===== src/rtl/i2c_reg_master.sv =====
// i2c_reg_master: PIO-driven I2C master for single-byte register writes
// and burst register reads into a small buffer, with NACK reporting.
module i2c_reg_master #(
    parameter int CLK_DIV = 125,
    parameter int MAX_LEN = 6,
    parameter int LEN_W   = $clog2(MAX_LEN + 1)
) (
    input  logic             CLOCK_50,
    input  logic             rst_n,
    input  logic             start,
    input  logic             rw,
    input  logic [6:0]       dev_addr,
    input  logic [7:0]       reg_addr,
    input  logic [7:0]       wr_data,
    input  logic [LEN_W-1:0] len,
    input  logic [LEN_W-1:0] rd_sel,
    output logic [7:0]       rd_data,
    output logic             busy,
    output logic             done,
    output logic             nack,
    output logic             scl_oe,
    output logic             sda_oe,
    input  logic             sda_in
);
    localparam int DIV_W = (CLK_DIV > 1) ? $clog2(CLK_DIV) : 1;

    typedef enum logic [3:0] {
        IDLE, START, ADDR_W, REG, WDATA, RSTART, ADDR_R, RDATA, STOP
    } state_t;

    state_t           state;
    logic [DIV_W-1:0] div;
    logic [1:0]       qtr;
    logic [3:0]       bitn;
    logic             start_s;
    logic             start_q;
    logic             rw_l;
    logic [6:0]       dev_l;
    logic [7:0]       reg_l;
    logic [7:0]       wd_l;
    logic [LEN_W-1:0] eff_len;
    logic [LEN_W-1:0] idx;
    logic [6:0]       shreg;
    logic             samp;
    logic [7:0]       buffer [MAX_LEN];

    logic       req;
    logic       tick;
    logic       last_byte;
    logic       tx_bit;
    logic       scl_lo;
    logic [7:0] tx_byte;
    logic       scl_nx;
    logic       sda_nx;

    assign req       = start_s & ~start_q;
    assign tick      = (div == DIV_W'(CLK_DIV - 1));
    assign last_byte = (idx == eff_len - LEN_W'(1));
    assign scl_lo    = (qtr == 2'd0) || (qtr == 2'd3);
    assign tx_bit    = tx_byte[3'd7 - bitn[2:0]];

    always_comb begin
        tx_byte = 8'h00;
        case (state)
            ADDR_W:  tx_byte = {dev_l, 1'b0};
            REG:     tx_byte = reg_l;
            WDATA:   tx_byte = wd_l;
            ADDR_R:  tx_byte = {dev_l, 1'b1};
            default: tx_byte = 8'h00;
        endcase
    end

    // Line drive for the current quarter; registered one cycle later.
    always_comb begin
        scl_nx = 1'b0;
        sda_nx = 1'b0;
        case (state)
            START, RSTART: begin
                scl_nx = scl_lo;
                sda_nx = qtr[1];
            end
            STOP: begin
                scl_nx = (qtr == 2'd0);
                sda_nx = ~qtr[1];
            end
            ADDR_W, REG, WDATA, ADDR_R: begin
                scl_nx = scl_lo;
                sda_nx = (bitn != 4'd8) & ~tx_bit;
            end
            RDATA: begin
                scl_nx = scl_lo;
                sda_nx = (bitn == 4'd8) & ~last_byte;
            end
            default: begin
                scl_nx = 1'b0;
                sda_nx = 1'b0;
            end
        endcase
    end

    always_ff @(posedge CLOCK_50 or negedge rst_n) begin
        if (!rst_n) begin
            state   <= IDLE;
            div     <= '0;
            qtr     <= 2'd0;
            bitn    <= 4'd0;
            start_s <= 1'b0;
            start_q <= 1'b0;
            rw_l    <= 1'b0;
            dev_l   <= 7'h00;
            reg_l   <= 8'h00;
            wd_l    <= 8'h00;
            eff_len <= LEN_W'(1);
            idx     <= '0;
            shreg   <= 7'h00;
            samp    <= 1'b1;
            busy    <= 1'b0;
            done    <= 1'b0;
            nack    <= 1'b0;
            scl_oe  <= 1'b0;
            sda_oe  <= 1'b0;
            rd_data <= 8'h00;
            for (int i = 0; i < MAX_LEN; i++) buffer[i] <= 8'h00;
        end else begin
            start_s <= start;
            start_q <= start_s;
            scl_oe  <= scl_nx;
            sda_oe  <= sda_nx;
            rd_data <= (int'(rd_sel) < MAX_LEN) ? buffer[rd_sel] : 8'h00;
            if (state == IDLE) begin
                div <= '0;
                if (req) begin
                    rw_l  <= rw;
                    dev_l <= dev_addr;
                    reg_l <= reg_addr;
                    wd_l  <= wr_data;
                    if (len == '0)
                        eff_len <= LEN_W'(1);
                    else if (len > LEN_W'(MAX_LEN))
                        eff_len <= LEN_W'(MAX_LEN);
                    else
                        eff_len <= len;
                    idx   <= '0;
                    qtr   <= 2'd0;
                    bitn  <= 4'd0;
                    done  <= 1'b0;
                    nack  <= 1'b0;
                    busy  <= 1'b1;
                    state <= START;
                end
            end else begin
                div <= tick ? '0 : div + DIV_W'(1);
                if (tick) begin
                    qtr <= qtr + 2'd1;
                    if (qtr == 2'd2) samp <= sda_in;
                    if (qtr == 2'd3) begin
                        case (state)
                            START: begin
                                state <= ADDR_W;
                                bitn  <= 4'd0;
                            end
                            RSTART: begin
                                state <= ADDR_R;
                                bitn  <= 4'd0;
                            end
                            STOP: begin
                                state <= IDLE;
                                busy  <= 1'b0;
                                done  <= 1'b1;
                            end
                            RDATA: begin
                                if (bitn != 4'd8) begin
                                    bitn  <= bitn + 4'd1;
                                    shreg <= {shreg[5:0], samp};
                                    if (bitn == 4'd7)
                                        buffer[idx] <= {shreg, samp};
                                end else if (last_byte) begin
                                    state <= STOP;
                                end else begin
                                    idx  <= idx + LEN_W'(1);
                                    bitn <= 4'd0;
                                end
                            end
                            default: begin
                                if (bitn != 4'd8) begin
                                    bitn <= bitn + 4'd1;
                                end else if (samp) begin
                                    nack  <= 1'b1;
                                    state <= STOP;
                                end else begin
                                    bitn <= 4'd0;
                                    case (state)
                                        ADDR_W:  state <= REG;
                                        REG:     state <= rw_l ? RSTART : WDATA;
                                        ADDR_R:  state <= RDATA;
                                        default: state <= STOP;
                                    endcase
                                end
                            end
                        endcase
                    end
                end
            end
        end
    end
endmodule

===== config.mk =====
export PLATFORM = sky130hd
export DESIGN_NAME = i2c_reg_master
export DESIGN_NICKNAME = d
export VERILOG_FILES = /design/src/rtl/i2c_reg_master.sv
export SDC_FILE = /design/constraint.sdc
export NUM_CORES = 1
export LEC_CHECK = 0
export CAP_MARGIN = 10
export CORE_ASPECT_RATIO = 1.1
export CORE_MARGIN = 2
export CORE_UTILIZATION = 60
export DETAILED_ROUTE_END_ITERATION = 16
export HOLD_SLACK_MARGIN = 0.12
export PLACE_DENSITY_LB_ADDON = 0.05
export SETUP_SLACK_MARGIN = 0.02
export SYNTH_ARGS = -nofsm -noshare
export SYNTH_HDL_FRONTEND = slang
export SYNTH_SLANG_ARGS = --single-unit

===== constraint.sdc =====
create_clock -name CLOCK_50 -period 6.35 [get_ports CLOCK_50]
set_input_delay 0.635 -clock CLOCK_50 [delete_from_list [all_inputs] [get_ports CLOCK_50]]
set_output_delay 0.635 -clock CLOCK_50 [all_outputs]
set_load 0.1 [all_outputs]

; ---- After elaboration in Yosys (flattened, before gate mapping)
; Index checks and enable logic that the tools add are counted.
[totals]
regBits = 118
word_cells = 159
output_inout_bits = 13
[classes]
reduce_logical = 24
add_sub_neg = 6
bitwise_logic = 10
eq_ne = 25
magnitude_cmp = 6
mux = 62
[op_table]
columns = operator, count
row1 = $mux 4, 16
row2 = $bwmux 48, 1
row3 = $mux 8, 4
row4 = $pmux 8 s4, 1
row5 = $reduce_and 6->1, 5
row6 = $mux 3, 9
row7 = $bmux 8 s3, 1
row8 = $demux 8 s3, 1
row9 = $pmux 4 s3, 2
row10 = $eq 4x3->1 const B, 5
row11 = $mux 1, 18
row12 = $pmux 4 s4, 1
row13 = $mux 7, 2
row14 = $reduce_bool 2->1, 5
row15 = $eq 4x2->1 const B, 2
row16 = $eq 4x4->1 const B, 2
row17 = $ge 4x4->1 const B, 2
row18 = $ne 4x4->1 const B, 2
row19 = $not 3->4, 2
row20 = $reduce_or 4->1, 2
row21 = $add 7x1->7 const B, 1
row22 = $eq 7x7->1 const B, 1
row23 = $reduce_or 7->1, 1
row24 = $mux 2, 3
row25 = other kinds (32), 44

; ---- Logic depth before layout (Yosys ltp)
; Gate-level depths: netlist of the first run.
[depth]
ltp_word = 8
mapped_depth = 9
depth_no_buf = 7

; ---- Worst setup path after synthesis of the first run
; OpenSTA, ideal clock, no wires.
[synth_timing]
kind = reg-to-reg
from = register state[1]
to = register bitn[3]
arrival_time_ns = 2.130
path_buffers = 2
stages_incl_launch_ff = 8
setup_slack_ns = 4.096
synth_period_minus_slack_ns = 2.254
required_ns = 6.226
cell_sequence = dfrtp_1 > buf_2 > or4_1 > buf_2 > nor3b_4 > o22ai_2 > or2_1 > a211o_1
[synth_via]
elab_chain_cells = 6
elab_cells_between_ends = 17
[synth_lines]
columns = element, line_no
row1 = "start, declared", 31  ; state_t state;
row2 = "start signal, assigned", 194  ; REG: state <= rw_l ? RSTART : WDATA;
row3 = $eq 4x3->1 or $eq 4x1->1 (tied branches), 157  ; case (state)
row4 = $reduce_or 2->1 (no source line), --
row5 = $pmux 4 s3, 157
row6 = $mux 4, 156  ; if (qtr == 2'd3) begin
row7 = $mux 4, 153  ; if (tick) begin
row8 = $mux 4, 130  ; if (state == IDLE) begin
row9 = "end signal, assigned", 173  ; bitn <= bitn + 4'd1;
row10 = "end signal, assigned", 186  ; bitn <= bitn + 4'd1;
row11 = "end, declared", 34  ; logic [3:0] bitn;
; Parallel ways exist; a longest one is shown, timed or not. The select of a mux whose other input is x is not followed.
; A chain may end at the register's enable or synchronous reset.

; ---- Worst setup path in the final report of the first run
; Same ends and word-level chain as after synthesis.

==> results of run 1 <==
## worst max-delay path: stages, from the launching register on
cell and delay [ns]:
dfrtp_1 0.67, or4_1 0.75, nor3b_4 0.44, buf_4 0.36
o22ai_2 0.16, or2_1 0.30, a211o_1 0.31
## cells in the mapped netlist, types with 9 or more instances
cell type	number
nor2_1	11
dfrtp_1	116
o21ai_0	17
mux2_2	57
a21oi_1	19
ha_1	9
mux4_2	9
nand2_1	91
clkbuf_1	23
inv_1	23
## state kept, by name, indices dropped and copies added, names as in the netlist
signal	cells
busy	1
start_s	1
nack	1
start_q	1
wd_l	8
scl_oe	1
rd_data	8
sda_oe	1
buffer	48
div	7
done	1
bitn	4
reg_l	8
shreg	7
eff_len	3
samp	1
dev_l	7
rw_l	1
idx	3
qtr	2
state	4
## cells by family after synthesis
group / synth area share [%]
AO/OA/AOI/OAI: 8.21
XOR/XNOR: 1.33
adder cells (fa/ha/maj): 2.18
buffers and inverters: 3.63
flip-flops: 52.5
multiplexers: 16.4
AND/OR/NAND/NOR: 15.7
## through the flow
step | area [um^2] | setup WS (ns)
2_1_floorplan | 5630 | 4.10
3_3_place_gp | 6140 | 3.35
3_5_place_dp | 6140 | 3.25
4_1_cts | 6680 | 3.23
5_1_grt | 6680 | 3.04
6_report | 6680 | 3.23
## worst max path at each step
stage | start | cells past startpoint | to
2_1_floorplan | state[1] | 7 | bitn[3]
3_3_place_gp | state[1] | 6 | bitn[3]
3_5_place_dp | state[1] | 6 | bitn[3]
4_1_cts | state[1] | 6 | bitn[3]
5_1_grt | state[1] | 6 | bitn[3]
6_report | state[1] | 6 | bitn[3]
## final cells by class
cell class | instances | area, um^2 | share of cell area, %
flip-flops and latches | 118 | 2960 | 44.2
clock buffers | 24 | 490 | 7.34
well taps | 117 | 146 | 2.19
clock inverters | 8 | 47.5 | 0.712
repair buffers | 50 | 488 | 7.30
inverters | 23 | 86.3 | 1.29
multi-input cells | 332 | 2470 | 36.9
## routing by layer
| metal | track usage (%) | vias to the layer above | share of wire (%) |
|---|---|---|---|
| met2 | 44.2 | 90 | 54 |
| met1 | 31.6 | 2006 | 41 |
| met3 | 6.15 | 26 | 3.3 |
| li1 | - | 1851 | - |
| met5 | 0 | - | 0 |
| met4 | 8.75 | 0 | 1.8 |
## report_power, final
part           internal, mW  switching, mW  leakage, nW
clock network         0.527          0.322        0.263
logic                 0.241          0.324         1.32
registers             0.893          0.165         1.56
total                  1.66          0.812         3.14
==> summary.md, run 1 <==
| Metric | Value |
|---|---|
| PD cells | `~370 nW/um^2` |
| Starting Density | `60.8%` |
| Post-route ant nets | `0` |
| Leading cell type in the layout, fill and taps excluded | `dfrtp_1` |
| Status | `complete, no violations` |
| Synth Area per Inst | `between 10 and 15 um^2` |
| Type of element capturing the critical path | `flip-flop` |
| Design Power | `about 2.5 mW` |
| Fin cells | `672` |
| Setup repair bufs after CTS | `0` |
| Num CTS Buffers | `17` |
| Synthesized area | `5630 um^2` |
| # rows | `37` |
| Critical Path Fanout Max | `28` |
| # Max-Cap Violations | `0` |
| DRC viols | `0` |
| Vias | `about 4000` |
| CTS tree | `done` |
| Num ports | `47` |
| Clk root buf | `clkbuf_8` |
| Startpoint Class | `flip-flop` |
| Die Height | `between 100 and 150 um` |
| Routed len/inst | `between 15 and 20 um` |
| Area contributors post-synth | `dfrtp_1 (52%), mux2_2 (11%), nand2_1 (6.1%)` |
| Worst hold slack | `about 0.15 ns` |
| CTS clk-pin slew, worst paths | `roughly 0.060 ns` |
| Max Transition Viols Final | `0` |
| Worst R2R End | `bitn[3]` |
| 1st-pass router iterations | `4` |
| Post-synth cell types | `62` |
| Worst-Margin Slew | `between 1 and 1.5 ns` |
| Post-DR vias/cell | `5.91` |
| Fin. Hold Viols | `0` |
| Final wirelength | `between 10000 and 15000 um` |
| Die span in x | `96.3 um` |
| Crit path kind | `flip-flop to flip-flop` |
| Pleak | `approximately 3.1 nW` |
| Proportion of layout cells with a drive suffix above 1 | `20.4%` |
| Unrepaired setup endpoints after global routing | `false` |
| Arr. time, crit path | `approximately 3.5 ns` |
| Initial DRC Count | `166` |
| Count of final setup violators | `0` |
| Achievable Freq | `320 MHz` |
| Layout Skew | `0.0128 ns` |
| CTS Hold Bufs | `0` |
| Post-synth EDFFs | `0` |
| Cell taking the most area after synthesis | `dfrtp_1` |
| Post-synthesis sequential area ratio | `between 50% and 60%` |
| Post-CTS sizing | `0` |
| Hold crit path type | `input pin to async pin` |
| Filler cells | `about 700` |
| Share of the synthesized area in the top cell type | `roughly half` |
| First-pass GRT wire length | `approximately 20000 um` |
| Placed cells | `640` |
| Commonest non-fill, non-tap cells in the layout | `dfrtp_1 (116), nand2_1 (91), mux2_2 (57), clkdlybuf4s50_1 (45), inv_1 (23)` |
| PortBufs | `46` |
| Die area | `10200 um^2` |
| Net Count, Synth | `between 500 and 600` |
| Largest net degree at the start of global routing | `65` |
| Fraction of registers with async set/reset | `100%` |
| Setup_tns | `0 ns` |
| Clk Latency, worst-skew pair | `slightly above 0.5 ns` |
| Final nets | `between 500 and 600` |
| CTS H-tree lvls | `4` |
| Ant diodes | `0` |
| Post-synthesis cell count | `between 500 and 600` |
| Maximum vdd ir drop | `between 0.0003 and 0.0004 V` |
| Max clock buf depth | `2` |
| Core Area | `between 9000 and 10000 um^2` |
| Gpl congestion | `0.839` |
| Relative slew slack | `between 10% and 20%` |
| Final worst path period share | `49.2%` |
| GRT overflow | `0` |
| Overall Global Routing Usage | `about 26%` |
| Top FF cell, synth | `dfrtp_1` |
| Final core utilization | `between 70 and 80%` |
| RR Startpoint | `state[1]` |
| FF+latch count, synth | `between 100 and 150` |
| Crit path time final | `about 3.1 ns` |
| Initial antenna violation count | `0` |
| Synth warn | `0` |
| Placed wire-length estimate | `between 7000 and 8000 um` |
| WP data required | `6.74 ns` |
| Number of global-route vias before repair | `4117` |
| Area Growth Syn to Fin | `18.8%` |
| CTS Sinks | `about 120` |
| Worst reg2reg path depth | `6` |
| R2r setup slk | `about 3.2 ns` |
No activity file was read; power rests on OpenSTA's default activity.
==> run 2: changes to the inputs <==
Settings changed: CORE_UTILIZATION 60 to 52.
Clock period 6.35 ns to 2.5 ns, I/O delays scaled along.
==> summary.md, run 2 (synthesis results as in run 1) <==
| Metric | Value |
|---|---|
| Achievable Freq | `436 MHz (was 320 MHz)` |
| CTS Sinks | `118 (unchanged)` |
| Type of element capturing the critical path | `flip-flop (unchanged)` |
| # rows | `39 (was 37)` |
| Relative slew slack | `62.1% (was 19.2%)` |
| Post-route cell area | `6820 um^2 (was 6680 um^2)` |
| CTS H-tree lvls | `4 (unchanged)` |
| Core Area | `10400 um^2 (was 9260 um^2)` |
| Slowest-stage cell, CP | `nor4_4 (was or4_1)` |
| Post-Place Worst Slack | `0.214 ns (was 3.25 ns)` |
| Vias | `3906 (was 3973)` |
| Hold crit path type | `input pin to flip-flop (was input pin to async pin)` |
| Clk Latency, worst-skew pair | `0.41 ns (was 0.51 ns)` |
| Num ports | `47 (unchanged)` |
| Count of final setup violators | `0 (unchanged)` |
| Status | `complete, no violations (unchanged)` |
| CP Cell Sequence | `nor4_4, nor4_2, buf_4, and2_1, nand4b_1, buf_4, mux2_2 (was or4_1, nor3b_4, buf_4, o22ai_2, or2_1, a211o_1)` |
| Design Power | `6.30 mW (was 2.47 mW)` |
| Proportion of layout cells with a drive suffix above 1 | `25.3% (was 20.4%)` |
| Max reg flops | `48 (unchanged)` |
| CP delay by family, top | `simple AND/OR/NAND/NOR gates (unchanged)` |
| Leading cell type in the layout, fill and taps excluded | `dfrtp_1 (unchanged)` |
| Worst path bufs/invs | `2 (was 1)` |
| Die area | `11700 um^2 (was 10200 um^2)` |
| Die span in x | `103 um (was 96.3 um)` |
| Arr. time, crit path | `2.58 ns (was 3.52 ns)` |
| Filler cells | `863 (was 696)` |
| Slowest cell delay on critical path | `0.49 ns (was 0.75 ns)` |
| Maximum vdd ir drop | `0.000765 V (was 0.000319 V)` |
| Cell Area, Placed | `6270 um^2 (was 6140 um^2)` |
| CTS tree | `done (unchanged)` |
| Final wirelength | `11600 um (was 11900 um)` |
| Initial antenna violation count | `0 (unchanged)` |
| Crit path kind | `flip-flop to flip-flop (unchanged)` |
| Post-DR vias/cell | `5.48 (was 5.91)` |
| Layout Skew | `0.00828 ns (was 0.0128 ns)` |
| # Max-Cap Violations | `0 (unchanged)` |
| Worst-Margin Slew | `0.560 ns (was 1.20 ns)` |
| 1st-pass router iterations | `4 (unchanged)` |
| Worst hold slack | `0.290 ns (was 0.154 ns)` |
| Area Growth Syn to Fin | `21.3% (was 18.8%)` |
| Crit path top cell by count | `buf_4` |
| Pleak | `3.22 nW (was 3.14 nW)` |
| Number of global-route vias before repair | `3985 (was 4117)` |
| Post-route ant nets | `0 (unchanged)` |
| WP data required | `2.79 ns (was 6.74 ns)` |
| Routed len/inst | `16.3 um (was 17.7 um)` |
| Startpoint Class | `flip-flop (unchanged)` |
| PortBufs | `46 (unchanged)` |
| First-pass GRT wire length | `20000 um (about the same)` |
| Overall Global Routing Usage | `22.4% (was 25.8%)` |
| Setup_tns | `0 ns (unchanged)` |
| Placed cells | `681 (was 640)` |
| Final worst path period share | `91.7% (was 49.2%)` |
| Commonest non-fill, non-tap cells in the layout | `dfrtp_1 (116), nand2_1 (91), mux2_2 (57), clkdlybuf4s50_1 (32), buf_4 (32) (was dfrtp_1 (116), nand2_1 (91), mux2_2 (57), clkdlybuf4s50_1 (45), inv_1 (23))` |
| Placed wire-length estimate | `7860 um (was 7920 um)` |
| Max clock buf depth | `2 (unchanged)` |
| Max Transition Viols Final | `0 (unchanged)` |
| Initial DRC Count | `163 (was 166)` |
| Num CTS Buffers | `17 (unchanged)` |
| Final nets | `601 (was 585)` |
| Unrepaired setup endpoints after global routing | `false (unchanged)` |
| Gpl congestion | `0.820 (was 0.839)` |
| Crit path time final | `2.29 ns (was 3.12 ns)` |
| GRT overflow | `0 (unchanged)` |
| Largest net degree at the start of global routing | `92 (was 65)` |
| Starting Density | `53.9% (was 60.8%)` |
| PD cells | `923 nW/um^2 (was 370 nW/um^2)` |
| Largest reg by FF count | `buffer (unchanged)` |
| Final core utilization | `65.3% (was 72.1%)` |
| CTS clk-pin slew, worst paths | `0.05 ns (was 0.06 ns)` |
| Fin cells | `713 (was 672)` |
| DRC viols | `0 (unchanged)` |
| Clk root buf | `clkbuf_16 (was clkbuf_8)` |
| Critical Path Fanout Max | `6 (was 28)` |
| Die Height | `113 um (was 106 um)` |
| Ant diodes | `0 (unchanged)` |
| Fin. Hold Viols | `0 (unchanged)` |
| Setup ws final | `0.208 ns (was 3.23 ns)` |
run 2: report_power, final:
part / internal, mW / switching, mW / total, mW
combinational: 0.637 / 0.924 / 1.56
sequential: 2.27 / 0.304 / 2.57
clock: 1.30 / 0.862 / 2.17
total: 4.21 / 2.09 / 6.30
run 2: final cells by class:
| type | instances | area, um^2 | area share, % |
|---|---|---|---|
| inverter | 23 | 86.3 | 1.27 |
| clock buffer | 19 | 453 | 6.64 |
| clock inverter | 12 | 81.3 | 1.19 |
| timing repair buffer | 66 | 591 | 8.66 |
| sequential | 118 | 2960 | 43.3 |
| multi-input combinational | 332 | 2480 | 36.3 |
| tap | 143 | 179 | 2.62 |
run 2: worst paths after layout:
check / startpoint / end / slack [ns] / depth (start not counted)
setup reg to reg: state[1] / buffer[3] / 0.21 / 7
max in group asynchronous: rst_n / wd_l[0] / 1.41 / 3
hold reg to reg: start_s / start_q / 0.42 / 0
min in group asynchronous: rst_n / buffer[46] / 0.30 / 2
hold / removal: start / start_s / 0.29 / 1
setup / recovery: state[1] / buffer[3] / 0.21 / 7
run 2: what timing repair did:
item | 4_1_cts | 5_1_grt
hold buffers | 1 | 0
resized for setup | 0 | 2
setup buffers | 0 | 0
endpoints found under the setup margin | 0 | 9
endpoints found under the hold margin | 27 | 0
run 2: layer usage:
layer	share of wire, %	global-route usage (%)
met5	0	0
met4	1.2	7.63
met3	3.4	5.81
met2	51	36.0
met1	45	29.5
run 2: worst register-to-register path, cell delays in order, from the launching register on:
cell and delay [ns]:
dfrtp_1 0.44, nor4_4 0.49, nor4_2 0.10, buf_4 0.16, and2_1 0.18, nand4b_1 0.24
buf_4 0.21, mux2_2 0.34
==> run 3: changes to the inputs <==
Settings changed: CORE_UTILIZATION 52 to 58.
Clock period 2.5 ns to 2.3 ns, I/O delays scaled along.
==> summary.md, run 3 (synthesis results as in run 1) <==
| Metric | Value |
|---|---|
| Die area | `10500 um^2 (was 11700 um^2)` |
| Pleak | `3.36 nW (was 3.22 nW)` |
| Die Height | `107 um (was 113 um)` |
| Vias | `4045 (was 3906)` |
| Sequential group share of total power | `38.4% (was 40.8%)` |
| Max Transition Viols Final | `0 (unchanged)` |
| Placed wire-length estimate | `8160 um (was 7860 um)` |
| First-pass GRT wire length | `20200 um (was 20000 um)` |
| RR Startpoint | `eff_len[0] (was state[1])` |
| CTS clk-pin slew, worst paths | `0.06 ns (was 0.05 ns)` |
| Type of element capturing the critical path | `flip-flop (unchanged)` |
| Clk root buf | `clkbuf_8 (was clkbuf_16)` |
| Unrepaired setup endpoints after global routing | `false (unchanged)` |
| Sw frac | `32.7% (was 33.2%)` |
| Maximum vdd ir drop | `0.000926 V (was 0.000765 V)` |
| Post-route cell area | `7030 um^2 (was 6820 um^2)` |
| Worst-Margin Slew | `0.660 ns (was 0.560 ns)` |
| Gpl congestion | `0.844 (was 0.820)` |
| Overall Global Routing Usage | `24.8% (was 22.4%)` |
| Relative slew slack | `56.0% (was 62.1%)` |
| Max clock buf depth | `2 (unchanged)` |
| CTS H-tree lvls | `4 (unchanged)` |
| Number of global-route vias before repair | `4116 (was 3985)` |
| Startpoint Class | `flip-flop (unchanged)` |
| Achievable Freq | `458 MHz (was 436 MHz)` |
| Critical Path Fanout Max | `6 (unchanged)` |
| Count of final setup violators | `0 (unchanged)` |
| Status | `complete, no violations (unchanged)` |
| Critical path launch point | `eff_len[0] (was state[1])` |
| Clock share of power | `36.2% (was 34.4%)` |
| Final core utilization | `74.8% (was 65.3%)` |
| Psw | `2.37 mW (was 2.09 mW)` |
| Leading cell type in the layout, fill and taps excluded | `dfrtp_1 (unchanged)` |
| Clk Latency, worst-skew pair | `0.52 ns (was 0.41 ns)` |
| 1st-pass router iterations | `4 (unchanged)` |
| Fin. Hold Viols | `0 (unchanged)` |
| Area Growth Syn to Fin | `24.9% (was 21.3%)` |
| Die span in x | `97.9 um (was 103 um)` |
| WP data required | `2.76 ns (was 2.79 ns)` |
| Proportion of layout cells with a drive suffix above 1 | `29.0% (was 25.3%)` |
| Setup_tns | `0 ns (unchanged)` |
| Post-route ant nets | `0 (unchanged)` |
| Crit path kind | `flip-flop to flip-flop (unchanged)` |
| Num ports | `47 (unchanged)` |
| Num CTS Buffers | `17 (unchanged)` |
| # rows | `37 (was 39)` |
| Post-DR vias/cell | `5.72 (was 5.48)` |
| Top Layer Used | `met4 (unchanged)` |
| Initial DRC Count | `144 (was 163)` |
| Final worst path period share | `94.9% (was 91.7%)` |
| DRC viols | `0 (unchanged)` |
| HP Start | `start (unchanged)` |
| Largest net degree at the start of global routing | `50 (was 92)` |
| P_int | `4.88 mW (was 4.21 mW)` |
| GRT overflow | `0 (unchanged)` |
| Final wirelength | `12400 um (was 11600 um)` |
| Initial antenna violation count | `0 (unchanged)` |
| Filler cells | `654 (was 863)` |
| Post-Route M1 WL | `5190 um (was 5170 um)` |
| Core Area | `9400 um^2 (was 10400 um^2)` |
| CTS tree | `done (unchanged)` |
| WL met2 | `6570 um (was 5900 um)` |
| Routed len/inst | `17.5 um (was 16.3 um)` |
| Crit path time final | `2.18 ns (was 2.29 ns)` |
| Max reg flops | `48 (unchanged)` |
| Final nets | `620 (was 601)` |
| Multi-input gate area | `2510 um^2 (was 2480 um^2)` |
| PD cells | `1030 nW/um^2 (was 923 nW/um^2)` |
| Comb power frac | `25.4% (was 24.8%)` |
| PortBufs | `46 (unchanged)` |
| Met3 wire len | `398 um (was 392 um)` |
| Cell Area, Placed | `6340 um^2 (was 6270 um^2)` |
| Commonest non-fill, non-tap cells in the layout | `dfrtp_1 (116), nand2_1 (90), mux2_2 (57), buf_4 (51), clkdlybuf4s50_1 (32) (was dfrtp_1 (116), nand2_1 (91), mux2_2 (57), clkdlybuf4s50_1 (32), buf_4 (32))` |
| FF+latch area | `2960 um^2 (unchanged)` |
| Layout Skew | `0.00780 ns (was 0.00828 ns)` |
| Setup ws final | `0.116 ns (was 0.208 ns)` |
| CTS Sinks | `118 (unchanged)` |
| Largest reg by FF count | `buffer (unchanged)` |
| Starting Density | `59.9% (was 53.9%)` |
| Ant diodes | `0 (unchanged)` |
| Hold crit path type | `input pin to flip-flop (unchanged)` |
| Post-Place Worst Slack | `0.0491 ns (was 0.214 ns)` |
| Arr. time, crit path | `2.64 ns (was 2.58 ns)` |
| # Max-Cap Violations | `0 (unchanged)` |
[run 3: power by group through the flow]
| stage | Sequential [mW] | Combinational (mW) | Clock (mW) |
|---|---|---|---|
| 2_1_floorplan | 2.91 | 1.11 | 0 |
| 3_3_place_gp | 2.79 | 1.73 | 0 |
| 3_5_place_dp | 2.81 | 1.77 | 0 |
| 4_1_cts | 2.78 | 1.79 | 2.65 |
| 5_1_grt | 2.83 | 2.06 | 2.78 |
| 6_report | 2.78 | 1.84 | 2.63 |
[run 3: metal layers]
metal	GRT usage (%)	up-vias
met5	0	-
li1	-	1911
met3	5.52	19
met2	42.8	77
met1	30.9	2038
met4	9.23	0
[run 3: repair_timing]
item	4_1_cts	5_1_grt
gates resized for setup	0	9
buffers inserted	0	5
setup endpoints to repair	0	20
endpoints found under the hold margin	45	0
hold buffers	1	0
[run 3: per-stage QoR]
step           std cells  hold WS (ns)  power (mW)
2_1_floorplan        503       -0.0656        4.03
3_3_place_gp         669         0.290        4.52
3_5_place_dp         669         0.294        4.58
4_1_cts              702         0.141        7.22
5_1_grt              707         0.129        7.66
6_report             707         0.150        7.25
[run 3: worst max-delay path, cell delays in order (launching register included)]
cell     delay, ns
dfstp_2       0.55
inv_1         0.05
ha_1          0.33
xor2_2        0.18
a31oi_2       0.15
a221o_1       0.37
or3b_1        0.40
nand3_1       0.10
[run 3: area by class of cell]
class	count	area share, %
Inverter	23	1.23
Clock inverter	15	2.56
Timing Repair Buffer	85	10.4
Tap cell	117	2.08
Clock buffer	17	5.89
Multi-Input combinational cell	332	35.7
Sequential cell	118	42.1
[run 3: final timing paths]
check | slack [ns] | cells after the start | to
max in group asynchronous | 1.35 | 3 | buffer[23]
max | 0.12 | 7 | state[2]
min | 0.15 | 1 | start_s
max reg2reg | 0.12 | 7 | state[2]
min reg2reg | 0.42 | 0 | start_q
min in group asynchronous | 0.27 | 2 | buffer[21]
